===== src/rtl/adapter_narrow_to_wide_avalon_st_if.sv =====
// adapter_narrow_to_wide_avalon_st_if: narrow sink / wide source Avalon-ST bundle.
// Framing signals exist only when ADAPTER_PACKET_EN is defined.
interface adapter_narrow_to_wide_avalon_st_if #(
   parameter int IN_WIDTH = 8,
   parameter int RATIO    = 2
);
   localparam int OUT_WIDTH = IN_WIDTH * RATIO;
   logic                 in_valid;
   logic                 in_ready;
   logic [IN_WIDTH-1:0]  in_data;
   logic                 out_valid;
   logic                 out_ready;
   logic [OUT_WIDTH-1:0] out_data;
`ifdef ADAPTER_PACKET_EN
   localparam int EMPTY_WIDTH = (RATIO > 2) ? $clog2(RATIO) : 1;
   logic                   in_startofpacket;
   logic                   in_endofpacket;
   logic                   out_startofpacket;
   logic                   out_endofpacket;
   logic [EMPTY_WIDTH-1:0] out_empty;
`endif
   modport slave (
      input  in_valid, in_data, out_ready,
`ifdef ADAPTER_PACKET_EN
      input  in_startofpacket, in_endofpacket,
      output out_startofpacket, out_endofpacket, out_empty,
`endif
      output in_ready, out_valid, out_data
   );
   modport master (
      output in_valid, in_data, out_ready,
`ifdef ADAPTER_PACKET_EN
      output in_startofpacket, in_endofpacket,
      input  out_startofpacket, out_endofpacket, out_empty,
`endif
      input  in_ready, out_valid, out_data
   );
endinterface


===== src/rtl/adapter_narrow_to_wide_avalon_st.sv =====
// adapter_narrow_to_wide_avalon_st: packs RATIO narrow beats (first beat in MSBs) into one wide word.
// Define ADAPTER_PACKET_EN for sop/eop framing with early word completion and out_empty.
module adapter_narrow_to_wide_avalon_st #(
   parameter int IN_WIDTH = 8,
   parameter int RATIO    = 2
) (
   input logic clock,
   input logic reset_n,
   adapter_narrow_to_wide_avalon_st_if.slave bus
);
   localparam int OUT_WIDTH = IN_WIDTH * RATIO;
   localparam int CW        = (RATIO > 2) ? $clog2(RATIO) : 1;
   logic [CW-1:0]        r_cnt;
   logic [OUT_WIDTH-1:0] r_acc;
   logic [OUT_WIDTH-1:0] r_data;
   logic                 r_valid;
   logic                 w_accept;
   logic                 w_last;
   logic                 w_done;
   logic [OUT_WIDTH-1:0] w_word;
   assign bus.in_ready  = !r_valid || bus.out_ready;
   assign bus.out_valid = r_valid;
   assign bus.out_data  = r_data;
   assign w_accept      = bus.in_valid && bus.in_ready;
   // r_acc is cleared on every completion, so unwritten slots are always zero
   assign w_word        = r_acc | (OUT_WIDTH'(bus.in_data) << (IN_WIDTH * (RATIO - 1 - int'(r_cnt))));
`ifdef ADAPTER_PACKET_EN
   assign w_last        = (r_cnt == CW'(RATIO - 1)) || bus.in_endofpacket;
`else
   assign w_last        = r_cnt == CW'(RATIO - 1);
`endif
   assign w_done        = w_accept && w_last;
   always_ff @(posedge clock or negedge reset_n) begin
      if (!reset_n) begin
         r_cnt   <= '0;
         r_acc   <= '0;
         r_data  <= '0;
         r_valid <= 1'b0;
      end else begin
         if (w_accept) begin
            r_cnt <= w_last ? '0 : r_cnt + 1'b1;
            r_acc <= w_last ? '0 : w_word;
         end
         if (w_done) r_data <= w_word;
         r_valid <= w_done || (r_valid && !bus.out_ready);
      end
   end
`ifdef ADAPTER_PACKET_EN
   logic          r_sop;
   logic          r_osop;
   logic          r_oeop;
   logic [CW-1:0] r_oempty;
   assign bus.out_startofpacket = r_osop;
   assign bus.out_endofpacket   = r_oeop;
   assign bus.out_empty         = r_oempty;
   // sop is only honoured on beat 0 of a word
   always_ff @(posedge clock or negedge reset_n) begin
      if (!reset_n) begin
         r_sop    <= 1'b0;
         r_osop   <= 1'b0;
         r_oeop   <= 1'b0;
         r_oempty <= '0;
      end else begin
         if (w_accept && r_cnt == '0) r_sop <= bus.in_startofpacket;
         if (w_done) begin
            r_osop   <= (r_cnt == '0) ? bus.in_startofpacket : r_sop;
            r_oeop   <= bus.in_endofpacket;
            r_oempty <= CW'(RATIO - 1) - r_cnt;
         end
      end
   end
`endif
endmodule


===== src/flat_wrapper.sv =====
// flat-port wrapper written by rule: the top's interface ports become plain ports
module adapter_narrow_to_wide_avalon_st_flat 
#(
   parameter int IN_WIDTH = 8,
   parameter int RATIO    = 2
)
  (clock, reset_n, bus_in_valid, bus_in_data, bus_out_ready, bus_in_ready, bus_out_valid, bus_out_data);
  adapter_narrow_to_wide_avalon_st_if #(.IN_WIDTH(IN_WIDTH), .RATIO(RATIO)) bus_i ();
  input logic clock;
  input logic reset_n;
  input wire logic [$bits(bus_i.in_valid)-1:0] bus_in_valid;
  input wire logic [$bits(bus_i.in_data)-1:0] bus_in_data;
  input wire logic [$bits(bus_i.out_ready)-1:0] bus_out_ready;
  output wire logic [$bits(bus_i.in_ready)-1:0] bus_in_ready;
  output wire logic [$bits(bus_i.out_valid)-1:0] bus_out_valid;
  output wire logic [$bits(bus_i.out_data)-1:0] bus_out_data;
  assign bus_i.in_valid = bus_in_valid;
  assign bus_i.in_data = bus_in_data;
  assign bus_i.out_ready = bus_out_ready;
  assign bus_in_ready = bus_i.in_ready;
  assign bus_out_valid = bus_i.out_valid;
  assign bus_out_data = bus_i.out_data;
  adapter_narrow_to_wide_avalon_st #(.IN_WIDTH(IN_WIDTH), .RATIO(RATIO)) u_core (.clock(clock), .reset_n(reset_n), .bus(bus_i));
endmodule

===== config.mk =====
export PLATFORM = sky130hd
export DESIGN_NAME = adapter_narrow_to_wide_avalon_st_flat
export DESIGN_NICKNAME = d
export VERILOG_FILES = /design/src/rtl/adapter_narrow_to_wide_avalon_st_if.sv /design/src/rtl/adapter_narrow_to_wide_avalon_st.sv /design/src/flat_wrapper.sv
export SDC_FILE = /design/constraint.sdc
export NUM_CORES = 1
export LEC_CHECK = 0
export BUFFER_PORTS_ARGS = -buffer_cell sky130_fd_sc_hd__buf_2
export CORE_MARGIN = 4
export CORE_UTILIZATION = 45
export DETAILED_ROUTE_END_ITERATION = 8
export PLACE_DENSITY = 0.71
export SYNTH_ARGS = -nofsm -noshare
export SYNTH_HDL_FRONTEND = slang
export SYNTH_SLANG_ARGS = --single-unit

===== constraint.sdc =====
create_clock -name clock -period 1.3 [get_ports clock]
set_input_delay 0.065 -clock clock [delete_from_list [all_inputs] [get_ports clock]]
set_output_delay 0.065 -clock clock [all_outputs]
set_load 0.01 [all_outputs]

==> reports/metrics.csv <==
metric;value;unit
vias in the first global route;920;
CP max FO;20;
top cell type's share of synthesized area;63.1;%
worst path required time;1.52;ns
Rows;19;
dpl cells;163;
reg2reg start;u_core.bus.out_valid$_DFF_PN0_;
clock slew at reported path FFs;0.11;ns
crit path time final;1.26;ns
RSZ-0062 raised after global routing;true;
final setup margin;0.0382;ns
diodes inserted;0;
Worst-Margin Slew;0.400;ns
root buffer cell;clkbuf_4;
Seq/Total Area, Yosys;63.1;%
layout cells sized above 1;36.9;%
PortBufs;29;
Syn Inst Count;102;
outcome;complete, no violations;
post-route ant nets;0;
total iterations of the first detailed-routing run;4;
Die Y-Extent;62.7;um
Post-synth ARST share;100;%
initial antenna violation count;0;
CP Class;reg2reg;
synthesized area;1350;um^2
CTS Buffer Depth;2;
Startpoint Class;flop;
Final setup viols;0;
sequential share of power;42.8;%
io pins;30;
prevailing post-synth register cell;dfrtp_1;
H-tree depth;2;
EDFF count, synth;0;
Psw;1.19;mW
GP Congestion;0.715;
Synth cell types;17;
Final Slew Violations;0;
Seq cells post-synth;34;
Area Overhead vs Synth;29.8;%
Worst Hold Launch;bus_in_data[0];
Worst path max stage delay;0.42;ns
final clock skew;0.00981;ns
Clock power frac;24.6;%
WP data arrival;1.48;ns
Crit-path slowest cell;dfrtp_1;
Core Box Area;2810;um^2
die width;62.7;um
LEAKAGE;0.897;nW
Cell Chain, Critical Path;nand2b_4 > nor2b_4 > buf_12 > mux2_4;
Fillers;221;
final hold violations;0;
post-detail-place hpwl;1.70;mm
DR iter-0 viols;27;
Clock Latency Late Sink;0.33;ns
global-route wire length before repair;4.26;mm
Hold Crit Class;in2reg;
total grt overflow;0;
Critical path origin;u_core.bus.out_valid$_DFF_PN0_;
syn_area_per_cell;13.2;um^2
internal cell power;2.75;mW
gr usage total;13.9;%
final WL;2.38;mm
Syn Nets;114;
CTS tree;built;
drt wl/cell;13.2;um
Non-Filler Instances;180;
Post-layout nets;160;
Post-DP Area;1550;um^2
clock sinks;34;
Synth area leader;dfrtp_1;
Cell Pwr Density;2250;nW/um^2
TNS Setup;0;ns
largest net degree at the start of global routing;21;
DRC Markers;0;
Area contributors post-synth;dfrtp_1 (63%), mux2_4 (6.7%), mux2i_1 (5.9%);
synth warn;0;
die area;3940;um^2
relative slew slack;73.4;%
Max Fclk;0.793;GHz
max cap viols;0;
final instance area;1750;um^2
crit path capture type;flop;
initial core utilization;48.1;%
worst vdd ir;1020;uV
Sw Ratio;30.2;%
worst hold slack;0.0174;ns
Comb power frac;32.6;%
Vias;860;
Post-CTS Setup Bufs;0;
Final period util;97.1;%
pre-CTS setup slack;0.0394;ns
number of buffers created by CTS;5;
DR vias/cell;4.78;
stage by stage:
stage | power, mW | util, %
floorplan | 2.52 | -
global placement | 2.94 | 55.3
detailed placement | 3.00 | 55.3
CTS | 4.00 | 62.3
global route | 4.22 | 62.4
finish | 3.95 | 62.4
critical path, delay by kind of cell, from the launching register on:
kind / cells / cell delay (ns)
buf+inv: 1 / 0.18
flops: 1 / 0.42
simple gates: 2 / 0.25
mux: 1 / 0.31
power groups by stage:
stage          sequential [mW]  combinational [mW]  clock [mW]
2_1_floorplan             1.82               0.708           0
3_3_place_gp              1.70                1.24           0
3_5_place_dp              1.72                1.28           0
4_1_cts                   1.70                1.31       0.990
5_1_grt                   1.75                1.43        1.04
6_report                  1.69                1.29       0.970
metal layers:
layer  wire length [um]  vias up  GRT usage (%)
met4                  0        0           3.31
li1                   -      423              -
met3                136        0           6.83
met2               1140       22           21.4
met5                  0        -              0
met1               1110      415           17.6
path summary, 6_finish.rpt:
check / end / slack (ns) / cells past startpoint
max: u_core.bus.out_data[9]$_DFFE_PN0P_ / 0.04 / 4
min: u_core.r_acc[8]$_DFFE_PN0P_ / 0.02 / 3
max reg2reg: u_core.bus.out_data[9]$_DFFE_PN0P_ / 0.04 / 4
min reg2reg: u_core.r_acc[15]$_DFFE_PN0P_ / 0.50 / 2
max in group asynchronous: u_core.bus.out_data[9]$_DFFE_PN0P_ / 0.69 / 3
min in group asynchronous: u_core.r_cnt$_DFFE_PN0P_ / 0.18 / 2
cells in the mapped netlist (2+ instances only):
cell / instances
a31oi_1: 8
nor2_1: 16
buf_6: 3
mux2_2: 2
mux2i_1: 8
inv_1: 8
dfrtp_1: 34
nand2_1: 2
mux2_4: 6
nor2b_1: 8
kinds of logic after synthesis:
kind of cell | synth area share, %
AOI/OAI and AO/OA | 3.71
xor gates and xnor gates | 0.649
buffers and inverters | 6.68
DFF | 63.1
muxes | 14.3
and+or+nand+nor | 11.6
layout make-up:
| type | instances | area, um^2 | share of cell area (%) |
|---|---|---|---|
| Clock buffer | 5 | 37.5 | 2.14 |
| Clock inverter | 3 | 68.8 | 3.93 |
| Inverter | 8 | 30.0 | 1.72 |
| Multi-Input combinational cell | 54 | 408 | 23.3 |
| Sequential cell | 34 | 851 | 48.6 |
| Tap cell | 31 | 38.8 | 2.22 |
| Timing Repair Buffer | 45 | 317 | 18.1 |
flip-flops by register name, indices dropped and copies added (netlist names):
signal	count
u_core.r_acc	16
u_core.bus.out_valid	1
u_core.bus.out_data	16
u_core.r_cnt	1
cell usage in the layout, fill, tap and decap left out:
| cell | netlist | final |
|---|---|---|
| a31oi_1 | 8 | 8 |
| buf_12 | 0 | 2 |
| buf_2 | 0 | 29 |
| buf_4 | 1 | 4 |
| buf_6 | 3 | 1 |
| bufinv_16 | 0 | 2 |
| clkbuf_4 | 0 | 5 |
| clkinv_4 | 0 | 1 |
| dfrtp_1 | 34 | 34 |
| dlygate4sd3_1 | 0 | 9 |
| inv_1 | 8 | 8 |
| mux2_2 | 2 | 2 |
| mux2_4 | 6 | 6 |
| mux2i_1 | 8 | 8 |
| nand2_1 | 2 | 2 |
| nand2_4 | 1 | 1 |
| nand2b_4 | 1 | 1 |
| nor2_1 | 16 | 16 |
| nor2b_1 | 8 | 8 |
| nor2b_4 | 1 | 1 |
| xnor2_1 | 1 | 1 |
what timing repair did:
item                                    4_1_cts  5_1_grt
resized for setup                             0        1
endpoints found under the setup margin        0        2
hold buffers                                  9        0
endpoints found under the hold margin        42        0
Note: power is estimated with default switching activity, not from simulation.
